## config.mk

```make
export PLATFORM = sky130hd
export DESIGN_NAME = fnd_scan_ctrl_flat
export DESIGN_NICKNAME = d
export VERILOG_FILES = /design/src/rtl/fnd_scan_ctrl_if.sv /design/src/rtl/fnd_scan_ctrl.sv /design/src/flat_wrapper.sv
export SDC_FILE = /design/constraint.sdc
export NUM_CORES = 1
export LEC_CHECK = 0
export ABC_AREA = 1
export BUFFER_PORTS_ARGS = -buffer_cell sky130_fd_sc_hd__buf_4
export CELL_PAD_IN_SITES_DETAIL_PLACEMENT = 0
export CELL_PAD_IN_SITES_GLOBAL_PLACEMENT = 1
export CORE_MARGIN = 5
export CORE_UTILIZATION = 30
export DETAILED_ROUTE_END_ITERATION = 16
export PLACE_DENSITY_LB_ADDON = 0.1
export SLEW_MARGIN = 10
export SYNTH_ARGS = -nofsm -noshare
export SYNTH_HDL_FRONTEND = slang
export SYNTH_SLANG_ARGS = --single-unit
export TNS_END_PERCENT = 1
```

## constraint.sdc

```tcl
create_clock -name clk -period 4.54 [get_ports clk]
set_input_delay 0.454 -clock clk [delete_from_list [all_inputs] [get_ports clk]]
set_output_delay 0.454 -clock clk [all_outputs]
set_load 0.01 [all_outputs]
```

## src/rtl/fnd_scan_ctrl_if.sv

```systemverilog
// Frame-load channel into the FND scan controller: one full frame of segment
// and decimal-point data, transferred with a valid/ready handshake.
interface fnd_scan_ctrl_if #(
    parameter int unsigned N_DIGIT = 6
);
    logic [7*N_DIGIT-1:0] i_seg;
    logic [N_DIGIT-1:0]   i_dp;
    logic                 i_valid;
    logic                 o_ready;

    modport master (
        output i_seg,
        output i_dp,
        output i_valid,
        input  o_ready
    );

    modport slave (
        input  i_seg,
        input  i_dp,
        input  i_valid,
        output o_ready
    );
endinterface

```

## src/rtl/fnd_scan_ctrl.sv

```systemverilog
// Multiplexed 7-segment scan controller: double-buffered frame loads, per-digit
// blink and a blanking dead-time at the start of every digit slot.
module fnd_scan_ctrl #(
    parameter int unsigned N_DIGIT     = 6,
    parameter int unsigned SCAN_DIV    = 5000,
    parameter int unsigned BLANK_CYC   = 16,
    parameter int unsigned BLINK_DIV   = 25000000,
    parameter bit          ENB_ACT_LOW = 1'b1
) (
    input  logic               clk,
    input  logic               rst_n,
    fnd_scan_ctrl_if.slave     load,
    input  logic [N_DIGIT-1:0] i_blink_mask,
    output logic [6:0]         o_seg,
    output logic               o_seg_dp,
    output logic [N_DIGIT-1:0] o_seg_enb,
    output logic               o_frame_done
);

    localparam int unsigned SLOT_W  = (SCAN_DIV  > 1) ? $clog2(SCAN_DIV)  : 1;
    localparam int unsigned DIG_W   = (N_DIGIT   > 1) ? $clog2(N_DIGIT)   : 1;
    localparam int unsigned BLINK_W = (BLINK_DIV > 1) ? $clog2(BLINK_DIV) : 1;

    localparam logic [N_DIGIT-1:0] ENB_OFF = ENB_ACT_LOW ? {N_DIGIT{1'b1}} : {N_DIGIT{1'b0}};

    typedef enum logic [0:0] {
        ST_BLANK = 1'b0,
        ST_DRIVE = 1'b1
    } slot_state_t;

    localparam slot_state_t ST_RESET = (BLANK_CYC > 0) ? ST_BLANK : ST_DRIVE;

    // Counters and slot phase
    logic [SLOT_W-1:0]  slot_cnt, slot_nxt;
    logic [DIG_W-1:0]   digit, digit_nxt;
    logic [BLINK_W-1:0] blink_cnt, blink_cnt_nxt;
    logic               blink_ph, blink_ph_nxt;
    slot_state_t        state, state_nxt;

    // Frame buffers; ready doubles as "pending buffer empty"
    logic [N_DIGIT-1:0][6:0] seg_in;
    logic [N_DIGIT-1:0][6:0] active_seg, active_seg_nxt;
    logic [N_DIGIT-1:0][6:0] pend_seg, pend_seg_nxt;
    logic [N_DIGIT-1:0]      active_dp, active_dp_nxt;
    logic [N_DIGIT-1:0]      pend_dp, pend_dp_nxt;
    logic                    ready, ready_nxt;

    // Registered output next values
    logic [6:0]         seg_nxt;
    logic               dp_nxt;
    logic [N_DIGIT-1:0] enb_on;
    logic [N_DIGIT-1:0] enb_nxt;

    logic slot_wrap;
    logic digit_last;
    logic frame_end;
    logic blink_wrap;
    logic blinked;

    assign seg_in = load.i_seg;
    assign load.o_ready = ready;

    // State register
    always_ff @(posedge clk or negedge rst_n) begin
        if (!rst_n) begin
            slot_cnt     <= '0;
            digit        <= '0;
            blink_cnt    <= '0;
            blink_ph     <= 1'b0;
            state        <= ST_RESET;
            active_seg   <= '0;
            active_dp    <= '0;
            pend_seg     <= '0;
            pend_dp      <= '0;
            ready        <= 1'b1;
            o_seg        <= '0;
            o_seg_dp     <= 1'b0;
            o_seg_enb    <= ENB_OFF;
            o_frame_done <= 1'b0;
        end else begin
            slot_cnt     <= slot_nxt;
            digit        <= digit_nxt;
            blink_cnt    <= blink_cnt_nxt;
            blink_ph     <= blink_ph_nxt;
            state        <= state_nxt;
            active_seg   <= active_seg_nxt;
            active_dp    <= active_dp_nxt;
            pend_seg     <= pend_seg_nxt;
            pend_dp      <= pend_dp_nxt;
            ready        <= ready_nxt;
            o_seg        <= seg_nxt;
            o_seg_dp     <= dp_nxt;
            o_seg_enb    <= enb_nxt;
            o_frame_done <= frame_end;
        end
    end

    // Next state and outputs
    always_comb begin
        slot_nxt       = slot_cnt;
        digit_nxt      = digit;
        blink_cnt_nxt  = blink_cnt;
        blink_ph_nxt   = blink_ph;
        state_nxt      = state;
        active_seg_nxt = active_seg;
        active_dp_nxt  = active_dp;
        pend_seg_nxt   = pend_seg;
        pend_dp_nxt    = pend_dp;
        ready_nxt      = ready;
        seg_nxt        = '0;
        dp_nxt         = 1'b0;
        enb_on         = '0;

        slot_wrap  = (slot_cnt == SLOT_W'(SCAN_DIV - 1));
        digit_last = (digit == DIG_W'(N_DIGIT - 1));
        frame_end  = slot_wrap && digit_last;
        blink_wrap = (blink_cnt == BLINK_W'(BLINK_DIV - 1));
        blinked    = blink_ph && i_blink_mask[digit];

        slot_nxt = slot_wrap ? '0 : slot_cnt + SLOT_W'(1);
        if (slot_wrap) begin
            digit_nxt = digit_last ? '0 : digit + DIG_W'(1);
        end

        blink_cnt_nxt = blink_wrap ? '0 : blink_cnt + BLINK_W'(1);
        if (blink_wrap) begin
            blink_ph_nxt = ~blink_ph;
        end

        // Phase tracks the slot_cnt value about to be loaded
        state_nxt = (slot_nxt < SLOT_W'(BLANK_CYC)) ? ST_BLANK : ST_DRIVE;

        // Pending frame is promoted only at the frame boundary, keeping frames tear-free
        if (frame_end && !ready) begin
            active_seg_nxt = pend_seg;
            active_dp_nxt  = pend_dp;
            ready_nxt      = 1'b1;
        end else if (load.i_valid && ready) begin
            pend_seg_nxt = seg_in;
            pend_dp_nxt  = load.i_dp;
            ready_nxt    = 1'b0;
        end

        case (state)
            ST_DRIVE: begin
                if (!blinked) begin
                    enb_on[digit] = 1'b1;
                    seg_nxt       = active_seg[digit];
                    dp_nxt        = active_dp[digit];
                end
            end
            default: begin
            end
        endcase

        enb_nxt = ENB_ACT_LOW ? ~enb_on : enb_on;
    end

endmodule
```

## src/flat_wrapper.sv

```systemverilog
// flat-port wrapper written by rule: the top's interface ports become plain ports
module fnd_scan_ctrl_flat 
#(
    parameter int unsigned N_DIGIT     = 6,
    parameter int unsigned SCAN_DIV    = 5000,
    parameter int unsigned BLANK_CYC   = 16,
    parameter int unsigned BLINK_DIV   = 25000000,
    parameter bit          ENB_ACT_LOW = 1'b1
)
  (clk, rst_n, i_blink_mask, o_seg, o_seg_dp, o_seg_enb, o_frame_done, load_i_seg, load_i_dp, load_i_valid, load_o_ready);
  fnd_scan_ctrl_if #(.N_DIGIT(N_DIGIT)) load_i ();
  input  logic clk;
  input  logic rst_n;
  input  logic [N_DIGIT-1:0] i_blink_mask;
  output logic [6:0] o_seg;
  output logic o_seg_dp;
  output logic [N_DIGIT-1:0] o_seg_enb;
  output logic o_frame_done;
  input wire logic [$bits(load_i.i_seg)-1:0] load_i_seg;
  input wire logic [$bits(load_i.i_dp)-1:0] load_i_dp;
  input wire logic [$bits(load_i.i_valid)-1:0] load_i_valid;
  output wire logic [$bits(load_i.o_ready)-1:0] load_o_ready;
  assign load_i.i_seg = load_i_seg;
  assign load_i.i_dp = load_i_dp;
  assign load_i.i_valid = load_i_valid;
  assign load_o_ready = load_i.o_ready;
  fnd_scan_ctrl #(.N_DIGIT(N_DIGIT), .SCAN_DIV(SCAN_DIV), .BLANK_CYC(BLANK_CYC), .BLINK_DIV(BLINK_DIV), .ENB_ACT_LOW(ENB_ACT_LOW)) u_core (.clk(clk), .rst_n(rst_n), .load(load_i), .i_blink_mask(i_blink_mask), .o_seg(o_seg), .o_seg_dp(o_seg_dp), .o_seg_enb(o_seg_enb), .o_frame_done(o_frame_done));
endmodule
```

==> impl_summary.txt <==
----------------------------------------------------
[Status]
  Run status ... finished clean

[Critical path]
  Crit path DAT ... approximately 3100 ps
  Classification of the worst setup path ... flip-flop to flip-flop
  Critical path endpoint category ... flip-flop
  Worst path required time ... ~4900 ps
  Critical Path Start Type ... flip-flop
  Maximum fanout count along the critical path ... 94
  Critical Path Max Stage Delay ... 800 ps
  Worst path most repeated cell ... sky130_fd_sc_hd__nor2_2
  List of cells traversed by the critical path ... ha_1 > nand2_2 > nor2_2 > nand3_2 > nor2_2 > nand3_4 > o21ai_0
  Cell at the slowest stage of the critical path ... sky130_fd_sc_hd__nand3_4

[Drt]
  Count of vias placed by the detailed router ... between 5,000 and 6,000
  Final ANT Viol Nets ... 0
  Number of design-rule violations left by the first detailed-router iteration ... ~270
  Number of DRC violations after detailed routing ... 0
  Routed wire per std cell ... between 10 and 15 µm
  Average via count per standard cell ... roughly 4.4
  TritonRoute pass-1 iters ... 5
  Final routed wirelength across all metal layers ... about 17 mm

[Clock tree]
  Maximum root-to-sink buffer count ... 2
  Count of clock tree sinks ... 155
  Post-CTS setup buffers ... 0
  Total clock buffers created by CTS ... 17
  H-tree levels ... 4
  CTS clk-pin slew, worst paths ... approximately 70 ps
  Latest clock arrival within the worst-skew pair ... between 400 and 500 ps
  Clock tree from TritonCTS ... yes
  Clock root buffer ... sky130_fd_sc_hd__clkbuf_16
  Post-cts gate resize count ... 0
  Hold-fix buffers at CTS ... 0

[Placed design]
  Gpl congestion ... about 0.82
  Half-perimeter wire length of the detailed placement result ... 12.0 mm
  Area after DPL ... 7820 µm²
  Port buffer count ... 72
  Pre-CTS setup slack ... about 1700 ps
  Inst Count DP ... around 1,200

[Synthesis]
  Summed instance area of the synthesized netlist ... about 7000 µm²
  Flip-flop and latch count after synthesis ... about 160
  Cell taking the most area after synthesis ... sky130_fd_sc_hd__dfrtp_1
  Share of cell area taken by muxes after synthesis ... less than 1%
  Largest family of logic cells by synthesized area ... simple AND/OR/NAND/NOR gates
  Number of different library cells in the post-synthesis netlist ... 37
  Area share of the leading cell type in the synthesized netlist ... around 53%
  Commonest cells in the synthesized netlist ... 156 x sky130_fd_sc_hd__nand2_1, 148 x sky130_fd_sc_hd__dfrtp_1, 144 x sky130_fd_sc_hd__nor2_1
  Area fraction in compound gates after synthesis ... a little over 10%
  Most area-consuming cells after synthesis ... sky130_fd_sc_hd__dfrtp_1 53%, sky130_fd_sc_hd__nand2_1 8.4%, sky130_fd_sc_hd__nor2_1 7.7%
  Cell count after synthesis ... slightly above 800
  Xor/xnor share of the synthesized area ... under 10%
  Fraction of registers with async set/reset ... 100%
  Post-Synth Simple-Gate Area ... between 20% and 30%
  Seq/Total Area, Yosys ... between 50% and 60%
  Yosys warns ... 0
  Synthesized area per cell ... 8.47 µm²
  EDFF count, synth ... 0
  Total nets after synthesis ... 886
  Synth Area in Adders ... less than 1%
  Count leader, synth ... sky130_fd_sc_hd__nand2_1
  Most common flop cell mapped by yosys ... sky130_fd_sc_hd__dfrtp_1

[Floorplanning]
  Total I/O pin count ... between 70 and 80
  Chip height ... about 160 µm
  Die Wd ... roughly 160 µm
  Core box area ... 23,300 µm²
  Num rows ... 56
  Overall die area ... 26,500 µm²
  Starting Density ... 30.1%

[Finish]
  Final std cell area, no fill ... around 8500 µm²
  Final cell count without fillers ... 1,225
  Layout cell share with drive strength beyond 1 ... between 15 and 20%
  Antenna cell count ... 0
  Layout net count ... 952
  Post-synthesis to final-layout area growth ... 20.9%

[Global routing]
  Vias in the first global route ... around 5,600
  Antenna violations before repair ... 0
  Pin count of the biggest net entering global routing ... approximately 100
  Met1 demand-to-capacity share in global routing ... 17.7%
  Met2 global-route usage ... between 20% and 30%
  All-Layer GR Usage ... 13.7%
  Remaining Overflow, GRT ... 0
  GR Util met3 ... approximately 3.1%
  GRT Max-Usage Layer ... met2
  Global-route wire length before repair ... a little under 30 mm

[STA]
  Maximum achievable frequency ... between 300 and 400 MHz
  Number of hold-slack violations in the final timing report ... 0
  Slew Limit Headroom ... about a quarter
  Share of the clock period used by the worst path after layout ... between 60% and 70%
  Worst Skew ... 12.5 ps
  Summed negative setup slack over all endpoints ... 0 ps
  Transition time at the pin with the least slew margin ... 1100 ps
  Final Worst Setup Slack ... 1720 ps
  Min Clock Period, post-route ... about 2800 ps
  Unrepaired setup endpoints after global routing ... false
  Final Max Slew Viols ... 0
  Final setup fails ... 0

[Power]
  Static Leakage ... 0.00428 µW
  Power density normalized to cell area ... ~370 nW/µm²
  Worst IR Drop VDD ... between 0.2 and 0.25 mV

[Min path]
  Class of the tightest hold or removal check ... input pin to async pin

[Flow run]
  Max_cap viols ... 0

----------------------------------------------------
## cells by family (layout without fill, tap and decap cells)
| group | after synthesis | after routing |
|---|---|---|
| muxes | 3 | 3 |
| xor gates and xnor gates | 13 | 13 |
| and+or+nand+nor | 391 | 391 |
| adders and majority gates | 2 | 2 |
| DFF | 155 | 155 |
| buffers and inverters | 142 | 221 |
| AOI/OAI and AO/OA | 121 | 121 |
## power breakdown
group / switching, µW / internal [µW] / leakage [µW]
logic: 82.3 / 54.8 / 0.00202
registers: 13.5 / 1430 / 0.00195
clock network: 648 / 899 / 0.000314
## cells in the final DEF, fill, tap and decap left out, types with 4 or more instances in the layout
cell and count:
sky130_fd_sc_hd__nand2_1 155, sky130_fd_sc_hd__dfrtp_1 148, sky130_fd_sc_hd__nor2_1 144, sky130_fd_sc_hd__inv_1 108, sky130_fd_sc_hd__buf_4 75, sky130_fd_sc_hd__a21oi_1 52, sky130_fd_sc_hd__nand3_1 48, sky130_fd_sc_hd__o21ai_0 20
sky130_fd_sc_hd__o21ai_1 20, sky130_fd_sc_hd__o21ai_2 20, sky130_fd_sc_hd__clkbuf_16 17, sky130_fd_sc_hd__nor3_1 16, sky130_fd_sc_hd__xor2_1 11, sky130_fd_sc_hd__dfstp_2 7, sky130_fd_sc_hd__inv_2 5, sky130_fd_sc_hd__inv_6 5
sky130_fd_sc_hd__nand4_1 4, sky130_fd_sc_hd__nor2_2 4
## path summary, 6_finish.rpt
path,from,endpoint,slack (ps),cells past startpoint
hold reg to reg,u_core.blink_cnt[0],u_core.blink_cnt[0],450,1
setup / recovery,u_core.slot_cnt[0],u_core.active_dp[0],1720,7
min in group clk,load_i_valid,u_core.load.o_ready,210,2
setup reg to reg,u_core.slot_cnt[0],u_core.active_dp[0],1720,7
max in group asynchronous,rst_n,u_core.load.o_ready,3370,2
hold / removal,rst_n,u_core.blink_cnt[5],70,1
## state kept, by name, indices dropped and copies added (netlist names), 3 cells and up
name / count
u_core.digit: 3
u_core.active_seg: 42
u_core.pend_dp: 6
u_core.o_seg_enb: 6
u_core.blink_cnt: 25
u_core.active_dp: 6
u_core.slot_cnt: 13
u_core.pend_seg: 42
u_core.o_seg: 7
## final cells by class
| cell class | count | area [µm²] |
|---|---|---|
| clock buffers | 17 | 425 |
| clock inverters | 15 | 224 |
| inverters | 113 | 424 |
| well taps | 319 | 399 |
| repair buffers | 76 | 574 |
| multi-input cells | 530 | 2530 |
| fillers | 2467 | 14800 |
| flip-flops and latches | 155 | 3890 |
## per-layer routing
layer  vias up  share of wire, %
li1       2739                 -
met1      2545                46
met2        69                50
met3        17               2.7
met5         -                 0
met4         0               1.5
## worst max-delay path: cells and delay by family, from the launching register on
kind                       cells  cell delay [ps]
adders and majority gates      1              240
DFF                            1              400
and+or+nand+nor                5             1540
AOI/OAI and AO/OA              1              470
## metrics by stage
stage | power, µW | hold WS (ps) | util [%]
global placement | 1610 | 445 | 33.6
global route | 3270 | 201 | 36.4
CTS | 3190 | 180 | 36.4
detailed placement | 1620 | 451 | 33.6
finish | 3130 | 65.8 | 36.4
floorplan | 1520 | 158 | -
No activity file was read; power rests on OpenSTA's default activity.
